`src/rtl/sm_cache_block.sv`:
```
// Cache-side coherence controller for a single block: turns CPU requests into
// directory messages and services fetch/invalidate/reply traffic from the directory.
module sm_cache_block #(
  parameter int TAG_W  = 4,
  parameter int DATA_W = 8
) (
  input  logic              clock,
  input  logic              reset,
  input  logic              cpuRead,
  input  logic              cpuWrite,
  input  logic [TAG_W-1:0]  cpuAddr,
  input  logic [DATA_W-1:0] cpuWriteData,
  output logic              cpuDone,
  output logic [DATA_W-1:0] cpuReadData,
  input  logic              fetch,
  input  logic              invalidateIn,
  input  logic              dataValueReply,
  input  logic [DATA_W-1:0] replyData,
  output logic              readMiss,
  output logic              writeMiss,
  output logic              writeBack,
  output logic [TAG_W-1:0]  msgAddr,
  output logic [DATA_W-1:0] msgData,
  output logic [2:0]        currentState
);

  typedef enum logic [2:0] {
    ST_I       = 3'b000,
    ST_S       = 3'b001,
    ST_M       = 3'b010,
    ST_IS_WAIT = 3'b011,
    ST_IM_WAIT = 3'b100,
    ST_EVICT   = 3'b101
  } state_t;

  state_t              state_q;
  logic [TAG_W-1:0]    tag_q;
  logic [DATA_W-1:0]   data_q;
  logic                anyReq;
  logic                tagMatch;

  assign anyReq       = cpuRead | cpuWrite;
  assign tagMatch     = (tag_q == cpuAddr);
  assign currentState = state_q;

  // A simultaneous read and write is handled as a write everywhere below.
  always_ff @(posedge clock or posedge reset) begin
    if (reset) begin
      state_q     <= ST_I;
      tag_q       <= '0;
      data_q      <= '0;
      cpuDone     <= 1'b0;
      cpuReadData <= '0;
      readMiss    <= 1'b0;
      writeMiss   <= 1'b0;
      writeBack   <= 1'b0;
      msgAddr     <= '0;
      msgData     <= '0;
    end else begin
      cpuDone   <= 1'b0;
      readMiss  <= 1'b0;
      writeMiss <= 1'b0;
      writeBack <= 1'b0;
      case (state_q)
        ST_I: begin
          if (anyReq) begin
            readMiss  <= ~cpuWrite;
            writeMiss <= cpuWrite;
            msgAddr   <= cpuAddr;
            tag_q     <= cpuAddr;
            state_q   <= cpuWrite ? ST_IM_WAIT : ST_IS_WAIT;
          end
        end
        ST_S: begin
          if (invalidateIn) begin
            state_q <= ST_I;
          end else if (anyReq && tagMatch) begin
            if (cpuWrite) begin
              writeMiss <= 1'b1;
              msgAddr   <= cpuAddr;
              state_q   <= ST_IM_WAIT;
            end else begin
              cpuDone     <= 1'b1;
              cpuReadData <= data_q;
            end
          end else if (anyReq) begin
            readMiss  <= ~cpuWrite;
            writeMiss <= cpuWrite;
            msgAddr   <= cpuAddr;
            tag_q     <= cpuAddr;
            state_q   <= cpuWrite ? ST_IM_WAIT : ST_IS_WAIT;
          end
        end
        ST_M: begin
          if (invalidateIn || fetch) begin
            writeBack <= 1'b1;
            msgAddr   <= tag_q;
            msgData   <= data_q;
            state_q   <= invalidateIn ? ST_I : ST_S;
          end else if (anyReq && tagMatch) begin
            cpuDone <= 1'b1;
            if (cpuWrite) begin
              data_q <= cpuWriteData;
            end else begin
              cpuReadData <= data_q;
            end
          end else if (anyReq) begin
            writeBack <= 1'b1;
            msgAddr   <= tag_q;
            msgData   <= data_q;
            state_q   <= ST_EVICT;
          end
        end
        ST_EVICT: begin
          // The victim is already written back, so a vanished request leaves the block invalid.
          if (anyReq) begin
            readMiss  <= ~cpuWrite;
            writeMiss <= cpuWrite;
            msgAddr   <= cpuAddr;
            tag_q     <= cpuAddr;
            state_q   <= cpuWrite ? ST_IM_WAIT : ST_IS_WAIT;
          end else begin
            state_q <= ST_I;
          end
        end
        ST_IS_WAIT: begin
          if (dataValueReply) begin
            data_q      <= replyData;
            cpuReadData <= replyData;
            cpuDone     <= 1'b1;
            state_q     <= ST_S;
          end
        end
        ST_IM_WAIT: begin
          if (dataValueReply) begin
            data_q  <= cpuWriteData;
            cpuDone <= 1'b1;
            state_q <= ST_M;
          end
        end
        default: state_q <= ST_I;
      endcase
    end
  end

endmodule

```
`config.mk`:
```
export PLATFORM = sky130hd
export DESIGN_NAME = sm_cache_block
export DESIGN_NICKNAME = d
export VERILOG_FILES = /design/src/rtl/sm_cache_block.sv
export SDC_FILE = /design/constraint.sdc
export NUM_CORES = 1
export LEC_CHECK = 0
export ABC_AREA = 1
export ABC_CLOCK_PERIOD_IN_PS = 2400
export CORE_MARGIN = 2
export CORE_UTILIZATION = 55
export CTS_BUF_LIST = sky130_fd_sc_hd__clkbuf_8
export DETAILED_ROUTE_END_ITERATION = 8
export GPL_ROUTABILITY_DRIVEN = 0
export PLACE_DENSITY = 0.95
export SYNTH_ARGS = -nofsm -noshare
export SYNTH_HDL_FRONTEND = slang
export SYNTH_SLANG_ARGS = --single-unit
```
`constraint.sdc`:
```
create_clock -name clock -period 2.4 [get_ports clock]
set_clock_uncertainty 0.05 [all_clocks]
set_input_delay 0.24 -clock clock [delete_from_list [all_inputs] [get_ports clock]]
set_output_delay 0.24 -clock clock [all_outputs]
set_load 0.01 [all_outputs]
```
==> report_table.html <==
<table>
<tr><th>Metric</th><th>Value</th></tr>
<tr><th colspan="2">Outcome</th></tr>
<tr><td>Result of the run</td><td>finished clean</td></tr>
<tr><th colspan="2">Route</th></tr>
<tr><td>Detail-routed via count per cell</td><td>5.28</td></tr>
<tr><td>Drt wl/cell</td><td>13.8 um</td></tr>
<tr><td>Residual DRC</td><td>0</td></tr>
<tr><td>WL final</td><td>5.42 mm</td></tr>
<tr><td>Violation count after the first detailed-routing iteration</td><td>179</td></tr>
<tr><td>ANT nets after route</td><td>0</td></tr>
<tr><td>DR pass1 iterations</td><td>5</td></tr>
<tr><td>Vias after detailed routing</td><td>2068</td></tr>
<tr><th colspan="2">Logic synthesis</th></tr>
<tr><td>Syn Std Cell Area</td><td>2180 um2</td></tr>
<tr><td>Number of unique standard cell types used by synthesis</td><td>23</td></tr>
<tr><td>Gate count of the mapped netlist</td><td>286</td></tr>
<tr><td>Sequential-to-total area share from yosys stat</td><td>44.7%</td></tr>
<tr><td>Count of yosys warnings during synthesis</td><td>0</td></tr>
<tr><td>Most area-consuming cells after synthesis</td><td>dfrtp_1 45%, nand2_1 16%, inv_1 6.4%</td></tr>
<tr><td>Post-synthesis sequential element count</td><td>39</td></tr>
<tr><td>Total nets after synthesis</td><td>313</td></tr>
<tr><td>Mean cell area of the mapped netlist</td><td>7.63 um2</td></tr>
<tr><td>Proportion of netlist area held by the largest area contributor</td><td>44.7%</td></tr>
<tr><td>Cell type with the highest aggregate area in the netlist</td><td>dfrtp_1</td></tr>
<tr><th colspan="2">Pwr</th></tr>
<tr><td>Cell Int Power</td><td>2.00 mW</td></tr>
<tr><td>Worst VDD drop</td><td>715 uV</td></tr>
<tr><td>Relative contribution of the clock network to total power</td><td>14.2%</td></tr>
<tr><td>Cell leakage power</td><td>1.45 nW</td></tr>
<tr><td>Power density normalized to cell area</td><td>1240 nW/um2</td></tr>
<tr><td>Switching power</td><td>1.53 mW</td></tr>
<tr><td>Power share of the sequential group</td><td>33.6%</td></tr>
<tr><td>Total Power</td><td>3.53 mW</td></tr>
<tr><td>Logic gate share of total power</td><td>52.2%</td></tr>
<tr><td>Net Sw Frac</td><td>43.3%</td></tr>
<tr><th colspan="2">STA</th></tr>
<tr><td>Highest clock frequency the design can meet</td><td>521 MHz</td></tr>
<tr><td>Endpoints failing setup</td><td>0</td></tr>
<tr><td>Count of endpoints failing hold in the final timing report</td><td>0</td></tr>
<tr><td>Final-layout setup total negative slack</td><td>0 ps</td></tr>
<tr><td>Min Tclk post-route</td><td>1920 ps</td></tr>
<tr><td>Tightest Pin Transition</td><td>473 ps</td></tr>
<tr><td>RSZ-0062 raised after global routing</td><td>no</td></tr>
<tr><td>Worst-case headroom to the max-slew limit</td><td>68.3%</td></tr>
<tr><td>Final Max Tran Viols</td><td>0</td></tr>
<tr><td>Final clock period utilization by the worst path</td><td>80.0%</td></tr>
<tr><th colspan="2">Worst setup path</th></tr>
<tr><td>Most frequent cell on the critical path</td><td>nand2_1</td></tr>
<tr><td>Worst Path Required</td><td>2590 ps</td></tr>
<tr><td>R2r startpoint</td><td>currentState[2]</td></tr>
<tr><td>Crit path cell chain</td><td>nor2_4, nand2_1, inv_1, nand2_1, o21ai_0, nand3_1, nand2_1</td></tr>
<tr><td>Length in cells of the worst reg-to-reg path</td><td>7</td></tr>
<tr><td>Minimum setup slack among reg-to-reg paths</td><td>480 ps</td></tr>
<tr><td>Critical Path Max Stage Delay</td><td>460 ps</td></tr>
<tr><td>Maximum net fanout on the critical path</td><td>17</td></tr>
<tr><td>Worst Path Class, Setup</td><td>reg -&gt; reg</td></tr>
<tr><td>Element type at the critical path end</td><td>flip-flop</td></tr>
<tr><td>Kind of start point of the critical path</td><td>flip-flop</td></tr>
<tr><td>Signal arrival time at the worst endpoint</td><td>2110 ps</td></tr>
<tr><td>FF-to-FF End</td><td>cpuReadData[5]</td></tr>
<tr><td>Max stage delay cell, worst path</td><td>dfrtp_1</td></tr>
<tr><td>CP Capture Point</td><td>cpuReadData[5]</td></tr>
<tr><td>Crit path launch</td><td>currentState[2]</td></tr>
<tr><th colspan="2">Die</th></tr>
<tr><td>Starting density of the core</td><td>58.3%</td></tr>
<tr><td>Total die area</td><td>4490 um2</td></tr>
<tr><td>Die span in y</td><td>67.0 um</td></tr>
<tr><td>X dimension of the die</td><td>67.0 um</td></tr>
<tr><td>Io pins</td><td>54</td></tr>
<tr><td>Core area</td><td>3740 um2</td></tr>
<tr><td># rows</td><td>22</td></tr>
<tr><th colspan="2">Global routing</th></tr>
<tr><td>Number of antenna violations at the first check in global routing</td><td>0</td></tr>
<tr><td>Total Routing Usage GR</td><td>26.8%</td></tr>
<tr><td>Final global-route overflow total</td><td>0</td></tr>
<tr><td>Via count of the first global-routing pass</td><td>1915</td></tr>
<tr><td>Wire length of the first global-routing pass</td><td>8.87 mm</td></tr>
<tr><td>Maximum number of pins on one net before global-route repair</td><td>40</td></tr>
<tr><th colspan="2">Final layout</th></tr>
<tr><td>Post-Layout Cell Count</td><td>392</td></tr>
<tr><td>Share of final-layout standard cells stronger than drive strength 1</td><td>13.4%</td></tr>
<tr><td>Register area</td><td>976 um2</td></tr>
<tr><td>Final standard cell area without fillers</td><td>2850 um2</td></tr>
<tr><td>Multi-input logic area</td><td>997 um2</td></tr>
<tr><td>Most frequent standard cell in the layout excluding fill and tap cells</td><td>nand2_1</td></tr>
<tr><td>Synthesis-to-layout area growth</td><td>30.4%</td></tr>
<tr><td>Number of filler cells placed in the layout</td><td>267</td></tr>
<tr><td>Count of antenna diodes in the layout</td><td>0</td></tr>
<tr><td>Most frequent cells in the layout</td><td>93 x nand2_1, 53 x clkdlybuf4s50_1, 39 x dfrtp_1</td></tr>
<tr><td>Layout Utilization</td><td>76.1%</td></tr>
<tr><td>Layout Nets</td><td>370</td></tr>
<tr><th colspan="2">Placement</th></tr>
<tr><td>Detailed placement HPWL</td><td>3.77 mm</td></tr>
<tr><td>Port Buffers</td><td>53</td></tr>
<tr><td>Placed insts</td><td>384</td></tr>
<tr><td>Placement-stage cell area</td><td>2740 um2</td></tr>
<tr><th colspan="2">Hold path</th></tr>
<tr><td>Hold crit path type</td><td>in -&gt; async</td></tr>
<tr><th colspan="2">CTS</th></tr>
<tr><td>CTS H-tree depth</td><td>2</td></tr>
<tr><td>Clk slew on worst S/H paths</td><td>80 ps</td></tr>
<tr><td>Insertion delay to the later sink of the worst-skew pair</td><td>300 ps</td></tr>
<tr><td>Hold-fix buffers at CTS</td><td>0</td></tr>
<tr><td>Clock tree from TritonCTS</td><td>built</td></tr>
<tr><td>Resize count post-CTS</td><td>0</td></tr>
<tr><td>Number of clock sinks</td><td>39</td></tr>
<tr><td>Buffers inserted by post-CTS timing repair</td><td>0</td></tr>
<tr><td>Total clock buffers created by CTS</td><td>5</td></tr>
<tr><td>CTS root buffer</td><td>clkbuf_8</td></tr>
<tr><td>CTS max path bufs</td><td>2</td></tr>
<tr><th colspan="2">Flow run</th></tr>
<tr><td>Max-cap violation count</td><td>0</td></tr>
</table>
==> through the flow <==
| step | hold WS (ps) | setup slack (ps) |
|---|---|---|
| floorplan | 323 | 934 |
| global placement | 409 | 477 |
| detailed placement | 412 | 440 |
| CTS | 339 | 520 |
| global route | 368 | 387 |
| finish | 307 | 481 |
==> flip-flops by register name, summed over array words and instances (netlist names), 3 cells and up <==
register	count
data_q	8
msgAddr	4
currentState	3
msgData	8
tag_q	4
cpuReadData	8
==> final cells by class <==
type | count | share of cell area [%]
Clock inverter | 1 | 0.264
Multi-Input combinational cell | 198 | 35.0
Sequential cell | 39 | 34.3
Inverter | 44 | 5.80
Timing Repair Buffer | 55 | 19.2
Tap cell | 48 | 2.11
Clock buffer | 7 | 3.38
==> synthesized netlist by cell type (all sizes together) <==
master and count:
nor2 27, nor3 3, buf 5, o211ai 3, o21ai 35, dfrtp 39, nand3 17, inv 44
nand2 99, a21oi 13, nand4 1
==> cells by family after synthesis <==
family / synth area share (%)
buffers and inverters: 9.63
and+or+nand+nor: 30.2
DFF: 44.7
AOI/OAI and AO/OA: 15.5
==> how the worst min path moves through the flow <==
stage	endpoint	from
final	cpuReadData[7]	reset
after global routing	cpuReadData[7]	reset
after CTS	tag_q[2]	reset
after detailed placement	cpuReadData[7]	cpuReadData[7]
after global placement	cpuReadData[0]	cpuReadData[0]
after floorplan	cpuDone	dataValueReply
==> critical path, delay by kind of cell (launching register included) <==
kind            cells  cell delay (ps)
buf+inv             1              420
flops               1              460
compound gates      1              180
simple gates        5              740
==> routing by layer <==
metal / global-route usage, % / up-vias / share of wire [%]
met5: 0 / - / 0
met4: 9.95 / 0 / 2.7
met3: 4.90 / 16 / 6.4
met2: 44.6 / 102 / 49
met1: 34.7 / 941 / 42
li1: - / 1009 / -
==> power groups by stage <==
stage | combinational (mW) | clock [mW] | sequential, mW
2_1_floorplan | 1.13 | 0 | 1.23
3_3_place_gp | 1.74 | 0 | 1.17
3_5_place_dp | 1.80 | 0 | 1.18
4_1_cts | 1.83 | 0.500 | 1.18
5_1_grt | 2.05 | 0.530 | 1.21
6_report | 1.84 | 0.501 | 1.18
No activity file was read; power rests on OpenSTA's default activity.
